===== src/rtl/note_sequencer.sv =====
// note_sequencer
//   Plays a programmable 16-entry note table as a stream of tone frequencies
//   for a downstream DDS tone generator. Each entry holds a frequency in Hz and
//   a duration in ticks; a duration of 0 terminates the sequence. Every note is
//   followed by GAP_TICKS silent ticks. Playback either finishes (done pulse)
//   or restarts from entry 0 when loop is high.
//
// Ports
//   CLOCK_50  in   1   system clock
//   reset     in   1   asynchronous active-high reset
//   start     in   1   begin playback from entry 0 (ignored while playing)
//   stop      in   1   abort playback (wins over start)
//   loop      in   1   level; restart at entry 0 instead of finishing
//   wr_en     in   1   note-table write strobe
//   wr_addr   in   4   note-table write address
//   wr_freq   in  16   frequency (Hz) for the written entry
//   wr_dur    in   8   duration (ticks) for the written entry, 0 = end marker
//   freq      out 32   current tone frequency in Hz, 0 = silence
//   playing   out  1   high in PLAY or GAP
//   note_idx  out  4   entry currently playing or last played
//   done      out  1   one-cycle pulse when a non-looping sequence ends
module note_sequencer #(
  parameter int unsigned TICK_DIV  = 500000,
  parameter int unsigned GAP_TICKS = 2
) (
  input  logic        CLOCK_50,
  input  logic        reset,
  input  logic        start,
  input  logic        stop,
  input  logic        loop,
  input  logic        wr_en,
  input  logic [3:0]  wr_addr,
  input  logic [15:0] wr_freq,
  input  logic [7:0]  wr_dur,
  output logic [31:0] freq,
  output logic        playing,
  output logic [3:0]  note_idx,
  output logic        done
);

  typedef enum logic [1:0] {
    S_IDLE = 2'd0,
    S_PLAY = 2'd1,
    S_GAP  = 2'd2
  } state_e;

  localparam logic [19:0] TICK_LAST = 20'(TICK_DIV - 1);
  localparam logic [7:0]  GAP_INIT  = 8'(GAP_TICKS);

  // Note table (not cleared by reset)
  logic [15:0] tbl_freq_q [16];
  logic [7:0]  tbl_dur_q  [16];

  state_e      state_q, state_d;
  logic [19:0] tick_cnt_q, tick_cnt_d;
  logic [7:0]  dur_cnt_q, dur_cnt_d;
  logic [7:0]  gap_cnt_q, gap_cnt_d;
  logic [31:0] freq_q, freq_d;
  logic        playing_q, playing_d;
  logic [3:0]  note_idx_q, note_idx_d;
  logic        done_q, done_d;

  logic        tick_s;
  logic [3:0]  next_idx_s;
  logic        has_next_s;
  logic        first_ok_s;
  logic        load_s;
  logic [3:0]  load_idx_s;
  logic        adv_s;
  logic        idle_s;

  assign tick_s     = (state_q != S_IDLE) && (tick_cnt_q == TICK_LAST);
  assign next_idx_s = note_idx_q + 4'd1;
  assign has_next_s = (note_idx_q != 4'd15) && (tbl_dur_q[next_idx_s] != 8'd0);
  assign first_ok_s = (tbl_dur_q[4'd0] != 8'd0);

  // Note table write port; accepted in every state
  always_ff @(posedge CLOCK_50) begin
    if (wr_en) begin
      tbl_freq_q[wr_addr] <= wr_freq;
      tbl_dur_q[wr_addr]  <= wr_dur;
    end
  end

  // Next-state and output logic
  always_comb begin
    state_d    = state_q;
    dur_cnt_d  = dur_cnt_q;
    gap_cnt_d  = gap_cnt_q;
    freq_d     = freq_q;
    note_idx_d = note_idx_q;
    done_d     = 1'b0;
    load_s     = 1'b0;
    load_idx_s = 4'd0;
    adv_s      = 1'b0;
    idle_s     = 1'b0;

    // Tick divider: parked at 0 in IDLE, free-running wrap otherwise
    if (state_q == S_IDLE) begin
      tick_cnt_d = 20'd0;
    end else if (tick_s) begin
      tick_cnt_d = 20'd0;
    end else begin
      tick_cnt_d = tick_cnt_q + 20'd1;
    end

    case (state_q)
      S_IDLE: begin
        if (stop) begin
          idle_s = 1'b1;
        end else if (start) begin
          if (first_ok_s) begin
            load_s = 1'b1;
          end else begin
            done_d = 1'b1;
          end
        end else begin
          idle_s = 1'b0;
        end
      end
      S_PLAY: begin
        if (stop) begin
          idle_s = 1'b1;
        end else if (tick_s) begin
          if (dur_cnt_q == 8'd1) begin
            if (GAP_TICKS != 0) begin
              state_d   = S_GAP;
              freq_d    = 32'd0;
              dur_cnt_d = 8'd0;
              gap_cnt_d = GAP_INIT;
            end else begin
              adv_s = 1'b1;
            end
          end else begin
            dur_cnt_d = dur_cnt_q - 8'd1;
          end
        end else begin
          adv_s = 1'b0;
        end
      end
      S_GAP: begin
        if (stop) begin
          idle_s = 1'b1;
        end else if (tick_s) begin
          if (gap_cnt_q == 8'd1) begin
            adv_s = 1'b1;
          end else begin
            gap_cnt_d = gap_cnt_q - 8'd1;
          end
        end else begin
          adv_s = 1'b0;
        end
      end
      default: begin
        idle_s = 1'b1;
      end
    endcase

    // Advance: next entry, wrap to entry 0 when looping, otherwise finish.
    // A looping table whose entry 0 is empty finishes like a non-looping one.
    if (adv_s) begin
      if (has_next_s) begin
        load_s     = 1'b1;
        load_idx_s = next_idx_s;
      end else if (loop && first_ok_s) begin
        load_s     = 1'b1;
        load_idx_s = 4'd0;
      end else begin
        idle_s = 1'b1;
        done_d = 1'b1;
      end
    end else begin
      load_idx_s = load_idx_s;
    end

    // Entry fields are sampled only here, so later writes do not disturb a note
    if (load_s) begin
      state_d    = S_PLAY;
      note_idx_d = load_idx_s;
      freq_d     = {16'h0000, tbl_freq_q[load_idx_s]};
      dur_cnt_d  = tbl_dur_q[load_idx_s];
      gap_cnt_d  = 8'd0;
    end else begin
      state_d = state_d;
    end

    if (idle_s) begin
      state_d    = S_IDLE;
      freq_d     = 32'd0;
      tick_cnt_d = 20'd0;
      dur_cnt_d  = 8'd0;
      gap_cnt_d  = 8'd0;
    end else begin
      state_d = state_d;
    end

    playing_d = (state_d != S_IDLE);
  end

  // State and registered outputs
  always_ff @(posedge CLOCK_50 or posedge reset) begin
    if (reset) begin
      state_q    <= S_IDLE;
      tick_cnt_q <= 20'd0;
      dur_cnt_q  <= 8'd0;
      gap_cnt_q  <= 8'd0;
      freq_q     <= 32'd0;
      playing_q  <= 1'b0;
      note_idx_q <= 4'd0;
      done_q     <= 1'b0;
    end else begin
      state_q    <= state_d;
      tick_cnt_q <= tick_cnt_d;
      dur_cnt_q  <= dur_cnt_d;
      gap_cnt_q  <= gap_cnt_d;
      freq_q     <= freq_d;
      playing_q  <= playing_d;
      note_idx_q <= note_idx_d;
      done_q     <= done_d;
    end
  end

  assign freq     = freq_q;
  assign playing  = playing_q;
  assign note_idx = note_idx_q;
  assign done     = done_q;

endmodule


===== config.mk =====
export PLATFORM = sky130hd
export DESIGN_NAME = note_sequencer
export DESIGN_NICKNAME = d
export VERILOG_FILES = /design/src/rtl/note_sequencer.sv
export SDC_FILE = /design/constraint.sdc
export NUM_CORES = 1
export LEC_CHECK = 0
export ABC_AREA = 1
export CAP_MARGIN = 40
export CORE_MARGIN = 4
export CORE_UTILIZATION = 47
export CTS_CLUSTER_DIAMETER = 30
export DETAILED_ROUTE_END_ITERATION = 10
export HOLD_SLACK_MARGIN = 0.05
export PLACE_DENSITY = 0.63
export RECOVER_POWER = 25
export REMOVE_ABC_BUFFERS = 1
export SLEW_MARGIN = 0
export SYNTH_ARGS = -nofsm -noshare
export SYNTH_HDL_FRONTEND = slang
export SYNTH_SLANG_ARGS = --single-unit

===== constraint.sdc =====
create_clock -name CLOCK_50 -period 3.72 [get_ports CLOCK_50]
set_input_delay 0.558 -clock CLOCK_50 [delete_from_list [all_inputs] [get_ports CLOCK_50]]
set_output_delay 0.558 -clock CLOCK_50 [all_outputs]
set_load 0.02 [all_outputs]

==> results_dict.tcl, run 1 <==
set metrics [dict create \
    dpl_cell_area_um2 21900 \
    total_leakage_power_nw 9.70 \
    clkTransAtPathRegs_ns 0.05 \
    p_per_area_nw_per_um2 590 \
    ir_worst_vdd_mv 0.404 \
    ant_nets 0 \
    setup_viol 0 \
    slowest_stage "dfrtp_2" \
    synth_cell_types 46 \
    numCtsBuffers 96 \
    grt_max_degree 101 \
    num_vias 16200 \
    dp_hpwl_mm 32.6 \
    slew_headroom_pct 12.9 \
    path_max_fanout 14 \
    hold_viol_final 0 \
    crit_type "reg2reg" \
    layout-area-overhead-vs-synth_pct 24.5 \
    cts_max_path_buffers 3 \
    drv_cap 0 \
    postCtsSetupBuffers 0 \
    status "completed" \
    n_fill_cell 3500 \
    cts_tree "built" \
    clock.fmax_mhz 288 \
    hold_class "reg2reg" \
    clk_latency_ns 0.64 \
    antenna_cells 0 \
    synth-seq-cells 444 \
    drive_above_1_share_pct 13.2 \
    pre_cts_ws_ns 0.157 \
    worst_pin_slew_ns 1.30 \
    final_area_um2 25400 \
    placed_cells 2535 \
    vias_per_cell 5.97 \
    wl_per_cell_um 22.4 \
    startpoint_type "register" \
    port_buffers 55 \
    synth_area_um2 20400 \
    cts_max_level 3 \
    die-area_um2 46900 \
    finalCritPeriodShare_pct 93.4 \
    synth_edf_count 384 \
    crit_path_end_kind "register" \
    drv_slew 0 \
    totalWireLength_mm 60.8 \
    arrival_ns 3.94 \
    die_w_um 216 \
    root_buffer "clkbuf_16" \
    fin_crit_ns 3.47 \
    setup_slack_ns 0.245 \
    path_cells "ha_1, clkinv_2, nand3_1, nand2_1, nand2_1, nand2_1, nand3b_1, nor2_1, nor2_4, nand2_4, nor3_4, inv_4, buf_4, nand3_1, nand3_1, nand3_1, nand2_1" \
    core_um2 43000 \
    final_cells 2716 \
    grt_pass1_vias 16200 \
    synth_ff_type "edfxtp_1" \
    syn_area_per_cell_um2 10.4 \
    gr-total-overflow 0 \
    synth_warnings 0 \
    cpPeakStageDelay_ns 0.43 \
    nets 2092 \
    gp_congestion 0.877 \
    die_height_um 216 \
    rsz0062_at_grt "false" \
    yosysSeqAreaShare_pct 63.8 \
    synthArstFlopShare_pct 13.5 \
    clkSinkCount 444 \
    antenna_found_initial 1 \
    dr.pass1.iters 6 \
    crit_buf_inv 3 \
    critical-path-top-delay-family "simple AND/OR/NAND/NOR gates" \
    syn_inst 1971 \
    start_util_pct 47.5 \
    required_ns 4.19 \
    drc 0 \
    rows 76 \
    grt_pass1_wl_mm 92.8 \
    grt_util_all_layers_pct 25.5 \
    skew_ns 0.0590 \
    pin_count 72 \
    drtIter0Drc 2027 \
]
==> metrics by stage <==
| stage | power [W] | TNS [ns] | hold slack [ns] | utilization, % |
|---|---|---|---|---|
| 2_1_floorplan | 0.00584 | -234.43 | 0.433 | - |
| 3_3_place_gp | 0.00605 | 0 | 0.447 | 50.9 |
| 3_5_place_dp | 0.00606 | 0 | 0.460 | 51.0 |
| 4_1_cts | 0.0151 | 0 | 0.383 | 59.1 |
| 5_1_grt | 0.0154 | 0 | 0.501 | 59.2 |
| 6_report | 0.0150 | 0 | 0.461 | 59.2 |
==> logic make-up after synthesis <==
| family | synth area share [%] |
|---|---|
| other cells | 0.0184 |
| buf+inv | 5.57 |
| flops | 63.8 |
| xor+xnor | 0.723 |
| fa+ha+maj | 0.612 |
| simple gates | 27.6 |
| compound gates | 1.70 |
==> cell usage after synthesis, drive strengths merged, types with 4 or more instances <==
cell	count	area share, %
or2	7	0.21
inv	99	1.8
edfxtp	384	56
nand3	416	10
nand3b	5	0.18
xnor2	5	0.21
dfrtp	60	7.3
nor3	38	1.0
o211ai	4	0.15
nand2	409	7.6
xor2	11	0.51
o21ai	17	0.43
clkbuf	67	1.2
nand4	197	6.0
buf	88	2.5
a21oi	28	0.81
ha	10	0.61
nor2	110	2.1
==> layout make-up <==
type	count	area [um^2]	area share, %
clock buffers	116	2530	9.94
repair buffers	119	1280	5.04
flip-flops and latches	444	13000	51.2
well taps	585	732	2.88
inverters	100	379	1.49
clock inverters	65	991	3.90
multi-input cells	1287	6490	25.5
==> metal layers <==
| metal | track usage, % | wire length, um | vias up |
|---|---|---|---|
| li1 | - | - | 7237 |
| met1 | 34.9 | 24700 | 7907 |
| met2 | 40.2 | 28900 | 919 |
| met3 | 5.15 | 5420 | 142 |
| met4 | 10.4 | 1820 | 2 |
| met5 | 0 | 13 | - |
==> layout by cell type (no fill, tap or decap), types with 4 or more instances in the layout <==
cell type / Yosys / layout
clkinvlp_4: 0 / 11
nor2_4: 2 / 13
nand4_1: 197 / 197
nand3b_1: 5 / 5
conb_1: 1 / 16
edfxtp_1: 384 / 384
clkinv_16: 0 / 4
buf_4: 22 / 42
clkbuf_8: 0 / 5
o211ai_1: 4 / 4
xnor2_1: 5 / 5
bufinv_16: 0 / 19
dlygate4sd3_1: 0 / 15
a21oi_1: 25 / 25
buf_12: 0 / 18
inv_2: 9 / 7
nor3_1: 35 / 26
o21ai_1: 7 / 7
clkinv_2: 0 / 15
nor2_1: 106 / 94
or2_2: 4 / 4
clkinv_4: 0 / 6
nand3_1: 415 / 413
inv_1: 90 / 90
nor3_2: 2 / 10
xor2_1: 10 / 10
clkbuf_16: 0 / 96
clkinv_1: 1 / 5
dfrtp_1: 60 / 59
inv_6: 0 / 5
clkbuf_1: 67 / 15
o21ai_0: 9 / 9
ha_1: 10 / 10
nand2_1: 405 / 405
clkdlybuf4s50_1: 0 / 40
==> state kept, by name, summed over array words and instances, names as in the netlist <==
| signal | count |
|---|---|
| tbl_freq_q | 256 |
| tbl_dur_q | 128 |
| tick_cnt_q | 20 |
| freq | 16 |
| dur_cnt_q | 8 |
| gap_cnt_q | 8 |
| note_idx | 4 |
| state_q | 2 |
| done | 1 |
| playing | 1 |
==> what timing repair did <==
| action | 4_1_cts | 5_1_grt |
|---|---|---|
| hold buffers | 0 | 0 |
| gates resized for setup | 0 | 6 |
| setup endpoints to repair | 0 | 2 |
==> worst paths after layout <==
path / from / end / slack (ns) / cells after the start
hold reg to reg: tick_cnt_q[0] / tick_cnt_q[0] / 0.46 / 1
max in group asynchronous: reset / note_idx[0] / 2.06 / 2
min in group asynchronous: reset / state_q[1] / 0.74 / 2
setup reg to reg: note_idx[0] / dur_cnt_q[2] / 0.25 / 17
hold / removal: tick_cnt_q[0] / tick_cnt_q[0] / 0.46 / 1
setup / recovery: note_idx[0] / dur_cnt_q[2] / 0.25 / 17
==> where the power goes <==
part / internal (W) / total (W) / switching [W]
clock network: 0.00620 / 0.00903 / 0.00283
registers: 0.00554 / 0.00559 / 0.0000457
logic: 0.000114 / 0.000389 / 0.000275
(Power assumes the default switching activity.)
==> inputs of run 2 (changes only) <==
==> constraint.sdc (replaced) <==
create_clock -name CLOCK_50 -period 3.72 [get_ports CLOCK_50]
set_input_delay 0.558 -clock CLOCK_50 [delete_from_list [all_inputs] [get_ports CLOCK_50]]
set_output_delay 0.558 -clock CLOCK_50 [all_outputs]
set_load 0.05 [all_outputs]
==> results of run 2 <==
Same layout as run 1 (identical final DEF). Status: completed.
